$ cat src/rtl/pc_pkg.sv
// Shared definitions for the program-counter sequencer.
//   pc_sel_e       : next-PC source selected by the priority mux
//   DEF_*          : default parameter values for a 32-bit PC
package pc_pkg;

    typedef enum logic [2:0] {
        SEL_SEQ,
        SEL_BR,
        SEL_JMP,
        SEL_RET,
        SEL_EXC
    } pc_sel_e;

    localparam int unsigned DEF_ADDR_W = 32;
    localparam int unsigned DEF_RAS_DEPTH = 4;
    localparam logic [DEF_ADDR_W-1:0] DEF_RESET_PC = '0;
    localparam logic [DEF_ADDR_W-1:0] DEF_PC_STEP = DEF_ADDR_W'(4);
    localparam logic [DEF_ADDR_W-1:0] DEF_PC_LIMIT = DEF_ADDR_W'(84);
    localparam logic [DEF_ADDR_W-1:0] DEF_EXC_VECTOR = DEF_ADDR_W'('h40);

endpackage

$ cat src/rtl/pc_ras.sv
// Return-address stack with circular overwrite of the oldest entry when full.
// Ports:
//   clk        rising-edge clock
//   rst_n      synchronous active-low reset (empties the stack)
//   clear      empty the stack (exception)
//   push       push push_data; when full the oldest entry is lost
//   pop        pop the top entry; ignored (underflow pulse) when empty
//   push_data  address to push
//   top        current top-of-stack entry (meaningless when empty)
//   empty      count == 0
//   full       count == RAS_DEPTH
//   overflow   registered one-cycle pulse: push happened while full
//   underflow  registered one-cycle pulse: pop happened while empty
module pc_ras #(
    parameter int unsigned ADDR_W    = 32,
    parameter int unsigned RAS_DEPTH = 4
) (
    input  logic              clk,
    input  logic              rst_n,
    input  logic              clear,
    input  logic              push,
    input  logic              pop,
    input  logic [ADDR_W-1:0] push_data,
    output logic [ADDR_W-1:0] top,
    output logic              empty,
    output logic              full,
    output logic              overflow,
    output logic              underflow
);

    localparam int unsigned PtrW = $clog2(RAS_DEPTH);
    localparam int unsigned CntW = $clog2(RAS_DEPTH + 1);

    logic [ADDR_W-1:0] mem_q [RAS_DEPTH];
    logic [PtrW-1:0]   sp_q;   // next free slot; wraps so a full push hits the oldest entry
    logic [CntW-1:0]   cnt_q;
    logic              ovf_q;
    logic              unf_q;
    logic              do_push;
    logic [PtrW-1:0]   top_idx;

    assign empty     = (cnt_q == '0);
    assign full      = (cnt_q == CntW'(RAS_DEPTH));
    assign top_idx   = sp_q - 1'b1;
    assign top       = mem_q[top_idx];
    assign overflow  = ovf_q;
    assign underflow = unf_q;
    assign do_push   = push && !pop && !clear;

    always_ff @(posedge clk) begin
        if (do_push) begin
            mem_q[sp_q] <= push_data;
        end
    end

    always_ff @(posedge clk) begin
        if (!rst_n) begin
            sp_q  <= '0;
            cnt_q <= '0;
            ovf_q <= 1'b0;
            unf_q <= 1'b0;
        end else begin
            ovf_q <= 1'b0;
            unf_q <= 1'b0;
            if (clear) begin
                sp_q  <= '0;
                cnt_q <= '0;
            end else if (pop) begin
                if (empty) begin
                    unf_q <= 1'b1;
                end else begin
                    sp_q  <= sp_q - 1'b1;
                    cnt_q <= cnt_q - 1'b1;
                end
            end else if (push) begin
                sp_q <= sp_q + 1'b1;
                if (full) begin
                    ovf_q <= 1'b1;
                end else begin
                    cnt_q <= cnt_q + 1'b1;
                end
            end
        end
    end

endmodule

$ cat src/rtl/pc_sequencer.sv
// Fetch-stage program-counter sequencer.
// Ports:
//   Clock         rising-edge clock
//   Reset         synchronous active-low reset
//   WriteEnable   1 = advance PC, 0 = stall (exceptions still apply)
//   BranchTaken   redirect to BranchTarget
//   BranchTarget  branch destination
//   Jump          redirect to JumpTarget
//   Call          with Jump: push PC+PC_STEP onto the return-address stack
//   Return        redirect to popped return address
//   JumpTarget    jump/call destination
//   Exception     redirect to EXC_VECTOR and clear the return-address stack
//   PC            current (registered) PC
//   PCValid       PC is fetchable (low during reset and the hold cycle after it)
//   RasEmpty      return-address stack empty
//   RasFull       return-address stack full
//   RasOverflow   one-cycle pulse: call while stack full
//   RasUnderflow  one-cycle pulse: return while stack empty
//   LimitWrap     one-cycle pulse: selected next PC exceeded PC_LIMIT
module pc_sequencer
    import pc_pkg::*;
#(
    parameter int unsigned       ADDR_W     = DEF_ADDR_W,
    parameter logic [ADDR_W-1:0] RESET_PC   = DEF_RESET_PC,
    parameter logic [ADDR_W-1:0] PC_STEP    = DEF_PC_STEP,
    parameter logic [ADDR_W-1:0] PC_LIMIT   = DEF_PC_LIMIT,
    parameter logic [ADDR_W-1:0] EXC_VECTOR = DEF_EXC_VECTOR,
    parameter int unsigned       RAS_DEPTH  = DEF_RAS_DEPTH
) (
    input  logic              Clock,
    input  logic              Reset,
    input  logic              WriteEnable,
    input  logic              BranchTaken,
    input  logic [ADDR_W-1:0] BranchTarget,
    input  logic              Jump,
    input  logic              Call,
    input  logic              Return,
    input  logic [ADDR_W-1:0] JumpTarget,
    input  logic              Exception,
    output logic [ADDR_W-1:0] PC,
    output logic              PCValid,
    output logic              RasEmpty,
    output logic              RasFull,
    output logic              RasOverflow,
    output logic              RasUnderflow,
    output logic              LimitWrap
);

    logic [ADDR_W-1:0] pc_q;
    logic              hold_q;
    logic              wrap_q;
    pc_sel_e           sel;
    logic [ADDR_W-1:0] seq_pc;
    logic [ADDR_W-1:0] ret_pc;
    logic [ADDR_W-1:0] sel_pc;
    logic              over_limit;
    logic              advance;
    logic              ras_push;
    logic              ras_pop;
    logic              ras_clear;
    logic [ADDR_W-1:0] ras_top;

    // Carry out of the increment is dropped; the wrapped value still goes through the limit check.
    assign seq_pc     = pc_q + PC_STEP;
    assign ret_pc     = RasEmpty ? RESET_PC : ras_top;
    assign over_limit = (sel_pc > PC_LIMIT);

    assign advance   = !hold_q && WriteEnable && !Exception;
    assign ras_push  = advance && (sel == SEL_JMP) && Call;
    assign ras_pop   = advance && (sel == SEL_RET);
    assign ras_clear = !hold_q && Exception;

    always_comb begin
        sel = SEL_SEQ;
        if (Exception) begin
            sel = SEL_EXC;
        end else if (Return) begin
            sel = SEL_RET;
        end else if (Jump) begin
            sel = SEL_JMP;
        end else if (BranchTaken) begin
            sel = SEL_BR;
        end
    end

    always_comb begin
        sel_pc = seq_pc;
        unique case (sel)
            SEL_EXC: sel_pc = EXC_VECTOR;
            SEL_RET: sel_pc = ret_pc;
            SEL_JMP: sel_pc = JumpTarget;
            SEL_BR:  sel_pc = BranchTarget;
            SEL_SEQ: sel_pc = seq_pc;
            default: sel_pc = seq_pc;
        endcase
    end

    always_ff @(posedge Clock) begin
        if (!Reset) begin
            pc_q   <= RESET_PC;
            hold_q <= 1'b1;
            wrap_q <= 1'b0;
        end else if (hold_q) begin
            hold_q <= 1'b0;
            wrap_q <= 1'b0;
        end else if (Exception) begin
            pc_q   <= EXC_VECTOR;
            wrap_q <= 1'b0;
        end else if (WriteEnable) begin
            pc_q   <= over_limit ? RESET_PC : sel_pc;
            wrap_q <= over_limit;
        end else begin
            wrap_q <= 1'b0;
        end
    end

    pc_ras #(
        .ADDR_W    (ADDR_W),
        .RAS_DEPTH (RAS_DEPTH)
    ) u_ras (
        .clk       (Clock),
        .rst_n     (Reset),
        .clear     (ras_clear),
        .push      (ras_push),
        .pop       (ras_pop),
        .push_data (seq_pc),
        .top       (ras_top),
        .empty     (RasEmpty),
        .full      (RasFull),
        .overflow  (RasOverflow),
        .underflow (RasUnderflow)
    );

    assign PC        = pc_q;
    assign PCValid   = !hold_q;
    assign LimitWrap = wrap_q;

endmodule

$ cat config.mk
export PLATFORM = sky130hd
export DESIGN_NAME = pc_sequencer
export DESIGN_NICKNAME = d
export VERILOG_FILES = /design/src/rtl/pc_pkg.sv /design/src/rtl/pc_ras.sv /design/src/rtl/pc_sequencer.sv
export SDC_FILE = /design/constraint.sdc
export NUM_CORES = 1
export LEC_CHECK = 0
export ABC_AREA = 0
export ABC_CLOCK_PERIOD_IN_PS = 9800
export CORE_MARGIN = 2
export CORE_UTILIZATION = 40
export CTS_BUF_LIST = sky130_fd_sc_hd__clkbuf_16
export DETAILED_ROUTE_END_ITERATION = 16
export PLACE_DENSITY = 0.62
export SETUP_SLACK_MARGIN = 0.1
export SLEW_MARGIN = 20
export SYNTH_ARGS = -nofsm -noshare
export SYNTH_HDL_FRONTEND = slang
export SYNTH_SLANG_ARGS = --single-unit
$ cat constraint.sdc
create_clock -name Clock -period 9.8 [get_ports Clock]
set_clock_uncertainty 0.05 [all_clocks]
set_input_delay 1.96 -clock Clock [delete_from_list [all_inputs] [get_ports Clock]]
set_output_delay 1.96 -clock Clock [all_outputs]
set_load 0.02 [all_outputs]
Yosys cells after proc, flatten, opt, wreduce, memory -nomap -nowiden
Memory sizes are Yosys's and may differ from the RTL's.
Cells that the tools add are included.
{ "op_classes": {"addsub": 5, "magnitude_cmp": 1, "eq_ne": 7, "mux": 21, "bitwise_logic": 5, "n_reduce_logical": 22} }
{ "ops": {"columns": ["op", "n"], "rows": [
  ["2-to-1 mux 32 bit", 4],
  ["case mux 32 bit (4 select lines)", 1],
  ["adder 32 x 3 -> 32 bit (second input constant)", 1],
  ["greater-than comparator 32 x 7 -> 1 bit (second input constant)", 1],
  ["2-to-1 mux 3 bit", 5],
  ["2-to-1 mux 2 bit", 5],
  ["logical AND 1 bit", 8],
  ["OR reduction 4 bit", 2],
  ["equality test 3 x 2 -> 1 bit (second input constant)", 2],
  ["equality test 3 bit (second input constant)", 2],
  ["2-to-1 mux 1 bit", 6],
  ["inverter 1 bit", 5],
  ["logical NOT 1 bit", 4],
  ["AND reduction 2 bit", 2],
  ["nonzero test 2 bit", 2],
  ["adder 3 x 1 -> 3 bit (second input constant)", 1],
  ["equality test 3 x 1 -> 1 bit (second input constant)", 1],
  ["logical NOT 3 bit", 1],
  ["AND reduction 3 bit", 1],
  ["OR reduction 3 bit", 1],
  ["subtractor 3 x 1 -> 3 bit (second input constant)", 1],
  ["adder 2 x 1 -> 2 bit (second input constant)", 1],
  ["inequality test 2 x 1 -> 1 bit (second input constant)", 1],
  ["inequality test 2 bit (second input constant)", 1],
  ["2 further kinds", 2]
]} }
{ "word_totals": {"reg_bits": 41, "ramBits": 128, "input_bits": 72, "output_inout_bits": 38, "wordCells": 69, "memories": 1} }
{ "memory_table": {"columns": ["name", "depth", "width", "rd", "rd_ports_with_merged_regs", "wr", "line_no", "source"], "rows": [
  ["u_ras.mem_q", 4, 32, 1, 0, 1, "pc_ras.sv:34", "logic [ADDR_W-1:0] mem_q [RAS_DEPTH];"]
]} }

Depth between registers and ports, before layout
Gate-level depths: netlist (run 1).
{ "logic_depth": {"depth_word": 11, "depth_mapped": 14, "mapped_depth_nobuf": 10} }

Hierarchy
A second synthesis (run 1) with hierarchy kept.
{ "unflattened": {"cells_unflattened": 587, "hier_area_um2": 7941.4} }
{ "by_module_without_submodules": {"columns": ["module", "n_inst", "cells_each", "area_each_um2", "seq_area_each_um2"], "rows": [
  ["pc_ras", 1, 222, 5101.1, 3983.8],
  ["pc_sequencer", 1, 365, 2840.2, 680.7]
]} }

Worst setup path before layout (run 1)
No wires, ideal clock.
{ "synth_path": {"kind": "input to register", "start": "input Exception", "end": "memory u_ras.mem_q[0][0], enable pin", "t_arrival_ps": 3512, "required_ps": 9358, "setup_slack_ps": 5846, "cell_stages": 5, "path_buffers": 1, "cell_sequence": "or2_2 > buf_2 > nor2_1 > and3_1 > and2_1"} }
{ "synth_between": {"elab_chain_len": 8, "word_cells_on_any_way": 15} }
{ "synth_lines": {"columns": ["element", "line_no", "source"], "rows": [
  ["from (decl)", "pc_sequencer.sv:39", "input logic Exception,"],
  ["2-to-1 mux 3 bit or logical NOT 1 bit (tied branches)", "pc_sequencer.sv:75, pc_sequencer.sv:68", null],
  ["equality test 3 x 2 -> 1 bit (tied with other cells)", "pc_sequencer.sv:69", "assign ras_push = advance && (sel == SEL_JMP) && Call;"],
  ["logical AND 1 bit, on equally long branches", "pc_sequencer.sv:69, pc_sequencer.sv:70", null],
  ["logical AND 1 bit or logical NOT 1 bit (tied branches)", "pc_sequencer.sv:69, pc_ras.sv:48", null],
  ["logical AND 1 bit", "pc_ras.sv:48", "assign do_push = push && !pop && !clear;"],
  ["logical AND 1 bit (*)", "pc_ras.sv:48", null],
  ["2-to-1 mux 1 bit (*)", "pc_ras.sv:51", "if (do_push) begin"],
  ["2-to-1 mux 1 bit (implied by the code) (*)", "pc_ras.sv:52", "mem_q[sp_q] <= push_data;"],
  ["to (decl)", "pc_ras.sv:34", null]
]} }
Every way passes the cells marked *; elsewhere a longest branch is shown, timed or not.

Worst setup path after layout (run 1)
{ "layout_path": {"start": "register u_ras.cnt_q[0]", "end": "output RasEmpty"} }
{ "layout_between": {"elab_chain_len": 1} }
{ "layout_lines": {"columns": ["element", "line_no", "source"], "rows": [
  ["from (decl)", "pc_ras.sv:36", "logic [CntW-1:0] cnt_q;"],
  ["from (signal assigned)", "pc_ras.sv:73", "cnt_q <= cnt_q - 1'b1;"],
  ["from (signal assigned)", "pc_ras.sv:80", "cnt_q <= cnt_q + 1'b1;"],
  ["logical NOT 3 bit", "pc_ras.sv:42", "assign empty = (cnt_q == '0);"],
  ["to (decl)", "pc_sequencer.sv:42", "output logic RasEmpty,"]
]} }
Every way passes these cells.

==> metrics, run 1 <==
share of layout cells above drive strength 1=0.102; Clock Sinks=169; crit end category=output port; max-cap viol count=0; period utilization=0.412; Antenna Cells=0; Leakage=3.16 nW; CP Data Required Time=7.79 ns; final setup fails=0; Clk Tree Root Cell=clkbuf_16; Startpoint Class=register; Arrival @ worst endpoint=2.03 ns; share of the synthesized area in the top cell type=0.532; most common cell in the netlist=edfxtp_1; R2R Setup Slk=6.04 ns; min Tclk post-route=4.04 ns; die footprint=19100 um^2; I/O pins=110; gr usage total=0.178; cts repair resizes=0; synth warn=0; sequential share of power=0.527; DR pass1 iterations=5; Max Transition Viols Final=0; outcome=complete, no violations; post-DR vias/cell=5.50; synth top area cells=edfxtp_1, dfxtp_1, nor4_1, xnor2_1, mux4_2; P_int=1.13 mW; Clock power frac=0.432; fmax=247 MHz; Clk Latency, worst-skew pair=0.43 ns; Remaining DRCs=0; sw power=0.319 mW; routability cong.=0.945; vias in the first global route=4891; CTS tree=built; height of the die=138 um; P per Cell Area=160 nW/um^2; setup TNS=0 ns; vias post-DR=4921; Hold Path Depth=1; H-tree depth=4; global-route wire length before repair=26400 um; Crit. Startpoint=u_ras.cnt_q[0]$_SDFFE_PP0P_; Post-CTS Setup Inserts=0; Final ANT Viol Nets=0; Fill cells=1489; Initial Util=0.405; RSZ-0062 raised after global routing=false; Cells after Synth=542; IO Port Bufs=109; initial antenna violation count=0; Num CTS Buffers=17; pin slew with the least headroom to its limit=1.04 ns; Hold Path Origin=PC[31]$_SDFFE_PN0P_; Seq/Total Area, Yosys=0.646; clk buf depth=2; largest net degree at the start of global routing=33; Crit Path Class=reg2out; Sw Share=0.220; Routed WL=16800 um; HP Class=reg2reg; Slew Limit Headroom=0.304; Most used DFF post-synth=edfxtp_1; Rows=49; nets=730; Clk pin slew, worst setup/hold paths=0.07 ns; DP HPWL=12100 um; RR Endpoint=PC[2]$_SDFFE_PN0P_; syn avg cell area=13.3 um^2; Detailed Route Iter0 Violations=438; Mapped Area=7220 um^2; Post-synth ARST share=0; Core Region=17800 um^2; # hold bufs at CTS=0; Comb pwr share=0.041; area leader, netlist=edfxtp_1; syn_nets=620; Synth-to-Final Area Change=25.3%; hold slack=0.498 ns; GR Overflow Total=0; largest fanout on the critical path=11; number of synthesized flops with an enable pin=128; Peak VDD IR=0.000115 V; r2r worst-path depth=11; Die X=138 um; final hold viol count=0; RR Startpoint=u_ras.sp_q[0]$_SDFFE_PP0P_; number of distinct library cells after synthesis=65; drt wl/cell=18.8 um; Synth top cells by count=edfxtp_1, dfxtp_1, nor4_1; Hold Crit Endpoint=PC[31]$_SDFFE_PN0P_; Synth Register Bits=169
[metrics by stage]
step	worst slack, ns	cell area, um^2	instances	power (mW)	util
5_1_grt	5.66	9050	894	1.49	0.507
6_report	5.76	9050	894	1.45	0.507
3_3_place_gp	5.43	8490	862	0.838	0.476
2_1_floorplan	5.85	7220	542	0.801	-
4_1_cts	5.75	9050	894	1.46	0.507
3_5_place_dp	5.38	8490	862	0.838	0.476
[worst max-delay path, stage by stage, from the launching register on]
cell,delay (ns)
dfxtp_1,0.34
or3_1,0.56
inv_1,0.11
clkdlybuf4s50_1,0.61
[flip-flops by register name (all words and copies together) (netlist names)]
name / cells
PC: 32
u_ras.mem_q: 128
u_ras.sp_q: 2
u_ras.underflow: 1
LimitWrap: 1
u_ras.cnt_q: 3
hold_q: 1
u_ras.overflow: 1
[worst max-delay path by stage]
stage,end,slack (ns),cells after the start
finish,RasEmpty,5.76,3
global route,PC[1]$_SDFFE_PN0P_,5.66,8
CTS,RasEmpty,5.75,3
detailed placement,PC[4]$_SDFFE_PN0P_,5.38,8
global placement,PC[4]$_SDFFE_PN0P_,5.43,8
floorplan,u_ras.mem_q[0][0]$_DFFE_PP_,5.85,5
[layer usage]
layer  GRT usage  up-vias  wire [um]
met5           0        -          0
met4      0.0725        0        401
met3      0.0430       31       1040
met2       0.278      202       7840
met1       0.241     2398       7500
li1            -     2290          -
[layout make-up]
class | count | area [um^2] | area share
Sequential cell | 169 | 4660 | 0.516
Inverter | 19 | 71.3 | 0.00788
Tap cell | 229 | 287 | 0.0317
Clock buffer | 17 | 425 | 0.0470
Timing Repair Buffer | 115 | 1140 | 0.126
Multi-Input combinational cell | 330 | 2330 | 0.258
Clock inverter | 15 | 130 | 0.0144
[cells in the final DEF, fill, tap and decap left out, types with 6 or more instances in the layout]
master / n
a21oi_1: 9
nor2_1: 26
xor2_1: 17
nor4_1: 31
inv_6: 6
xnor2_1: 22
mux2i_1: 6
nand3_1: 21
buf_4: 6
clkbuf_16: 17
edfxtp_1: 128
dfxtp_1: 41
inv_1: 20
and2_1: 24
and3_1: 8
clkdlybuf4s50_1: 109
nor3_1: 21
mux4_2: 7
o21ai_0: 9
nand4_1: 16
nand2_1: 29
[power groups by stage]
stage               Sequential (mW)  Combinational (mW)  Clock (mW)
floorplan                     0.779              0.0221           0
global placement              0.779              0.0585           0
detailed placement            0.779              0.0594           0
CTS                           0.763              0.0596       0.633
global route                  0.763              0.0642       0.664
finish                        0.763              0.0599       0.626
[kinds of logic after synthesis]
| family | Yosys count | share of synthesized area |
|---|---|---|
| AOI/OAI and AO/OA | 62 | 0.0636 |
| xor gates and xnor gates | 39 | 0.0473 |
| adders and majority gates | 6 | 0.0114 |
| buffers and inverters | 43 | 0.0312 |
| DFF | 169 | 0.646 |
| muxes | 15 | 0.0333 |
| and+or+nand+nor | 208 | 0.168 |
Power figures use the tool's default switching activity.
==> inputs of run 2 (changes only) <==
Settings changed: ABC_CLOCK_PERIOD_IN_PS 9800 to 3900.
Clock period 9.8 ns to 3.9 ns, I/O delays scaled along.
==> run 2 against run 1 <==
Global-route usage decreased by 0.41 points; utilization increased by 0.19 points; total power increased to 2.5 times the previous value; register-to-register slack got worse by 5.3 ns; highest routed layer unchanged; clock-buffer cell count unchanged.
==> metrics, run 2 (synthesis results as in run 1) <==
outcome=complete, no violations; # hold bufs at CTS=0 (unchanged); Synth-to-Final Area Change=25.7%; min Tclk post-route=3.12 ns; R2R Setup Slk=0.78 ns (-5.26 ns); Initial Util=0.405 (unchanged); Clk pin slew, worst setup/hold paths=0.06 ns (about the same); clk buf depth=2 (unchanged); HP Class=reg2reg; r2r worst-path depth=8 (-3); H-tree depth=4 (unchanged); Antenna Cells=0 (unchanged); fmax=321 MHz; Layout Utilization=0.509 (+0.00189); cts repair resizes=0 (unchanged); RSZ-0062 raised after global routing=false; Detailed Route Iter0 Violations=311 (-29%); Arrival @ worst endpoint=3.42 ns (+1.39 ns); gr usage total=0.174 (-0.00411); P per Cell Area=405 nW/um^2 (+150%); commonest cells after routing, fill and taps aside=edfxtp_1, clkdlybuf4s50_1, dfxtp_1; Rows=49 (unchanged); GR Overflow Total=0 (unchanged); Remaining DRCs=0 (unchanged); Num CTS Buffers=17 (unchanged); vias in the first global route=4715 (-3.6%); Fill cells=1446 (-2.9%); drt wl/cell=18.3 um (-2.7%); routability cong.=0.928 (-1.9%); Final ANT Viol Nets=0 (unchanged); Die X=138 um (unchanged); Slew Limit Headroom=0.475 (+0.171); RR Startpoint=PC[4]$_SDFFE_PN0P_; pin slew with the least headroom to its limit=0.782 ns (-0.262 ns); period utilization=0.799; IO Port Bufs=109 (unchanged); die footprint=19100 um^2 (unchanged); Hold Path Origin=u_ras.cnt_q[2]$_SDFFE_PP0P_; final setup fails=0 (unchanged); Startpoint Class=register; Area after DPL=8510 um^2 (+0.18%); Core Region=17800 um^2 (unchanged); Peak VDD IR=0.000320 V (+180%); Leakage=3.10 nW (-1.8%); DR pass1 iterations=5 (unchanged); largest fanout on the critical path=9 (-2); nets=732 (+0.27%); commonest non-fill, non-tap cell in the layout=edfxtp_1; share of layout cells above drive strength 1=0.102 (-0.000154); height of the die=138 um (unchanged); CP Data Required Time=4.20 ns (-3.59 ns); Largest register FFs=128 (unchanged); CTS tree=built; Clk Tree Root Cell=clkbuf_16; Routed WL=16400 um (-2.6%); Max Transition Viols Final=0 (unchanged); I/O pins=110 (unchanged); Clock Sinks=169 (unchanged); DP HPWL=12100 um (about the same); RR Endpoint=PC[0]$_SDFFE_PN0P_; Clk Latency, worst-skew pair=0.42 ns (about the same); max-cap viol count=0 (unchanged); largest net degree at the start of global routing=33 (unchanged); Post-CTS Setup Inserts=0 (unchanged); crit end category=register; Hold Path Depth=2 (+1); setup TNS=0 ns (unchanged); final hold viol count=0 (unchanged); vias post-DR=4840 (-1.6%); Hold Crit Endpoint=u_ras.cnt_q[2]$_SDFFE_PP0P_; post-DR vias/cell=5.41 (-1.8%); Largest Register=u_ras.mem_q; Crit Path Class=reg2reg; global-route wire length before repair=25600 um (-3.3%); Finished Cell Area=9080 um^2 (+0.37%); initial antenna violation count=0 (unchanged)
[run 2: cell count changes in the layout (fill, tap and decap cells not counted), sizes merged]
cell | previous run | this run
clkinv | 3 | 6
buf | 6 | 8
clkinvlp | 1 | 3
bufinv | 0 | 2
inv | 30 | 22
[run 2: worst max-delay path: stages, from the launching register on]
cell       delay, ns
dfxtp_1         0.55
nand4_4         0.17
or4_4           0.63
xnor2_1         0.24
a2111oi_0       0.42
o2111ai_1       0.22
o31ai_4         0.39
nand4_4         0.21
o21ai_2         0.16
[run 2: where the power goes]
group	total [mW]	internal [mW]	leakage [nW]	switching, mW
combinational	0.152	0.0873	1.23	0.0643
clock	1.61	0.942	0.270	0.671
sequential	1.92	1.91	1.59	0.00326
total	3.68	2.94	3.10	0.739
[run 2: metal layers]
metal,vias to the layer above,part of all wire,track usage
li1,2293,-,-
met4,0,0.010,0.0467
met3,15,0.061,0.0433
met2,162,0.48,0.282
met1,2370,0.45,0.236
met5,-,0,0
[run 2: layout make-up]
| cell class | instances | area, um^2 | area share |
|---|---|---|---|
| well taps | 229 | 287 | 0.0316 |
| multi-input cells | 330 | 2330 | 0.257 |
| repair buffers | 117 | 1150 | 0.127 |
| inverters | 19 | 71.3 | 0.00785 |
| flip-flops and latches | 169 | 4660 | 0.514 |
| clock buffers | 17 | 425 | 0.0468 |
| clock inverters | 14 | 149 | 0.0164 |
[run 2: worst max-delay path by stage]
stage	startpoint	to	slack, ns	cells past startpoint
after floorplan	u_ras.sp_q[0]$_SDFFE_PP0P_	PC[0]$_SDFFE_PN0P_	0.64	14
after global placement	Exception	PC[3]$_SDFFE_PN0P_	0.53	9
after detailed placement	Exception	PC[0]$_SDFFE_PN0P_	0.49	9
after CTS	PC[4]$_SDFFE_PN0P_	PC[0]$_SDFFE_PN0P_	0.77	8
after global routing	PC[12]$_SDFFE_PN0P_	PC[1]$_SDFFE_PN0P_	0.59	8
final	PC[4]$_SDFFE_PN0P_	PC[0]$_SDFFE_PN0P_	0.78	8
[run 2: metrics by stage]
stage               worst slack, ns  power (mW)  instances  hold WS (ns)
finish                        0.784        3.68        895         0.485
CTS                           0.775        3.71        895         0.485
detailed placement            0.489        2.11        864         0.474
global route                  0.595        3.79        895         0.497
global placement              0.530        2.11        864         0.450
floorplan                     0.636        2.01        542         0.436
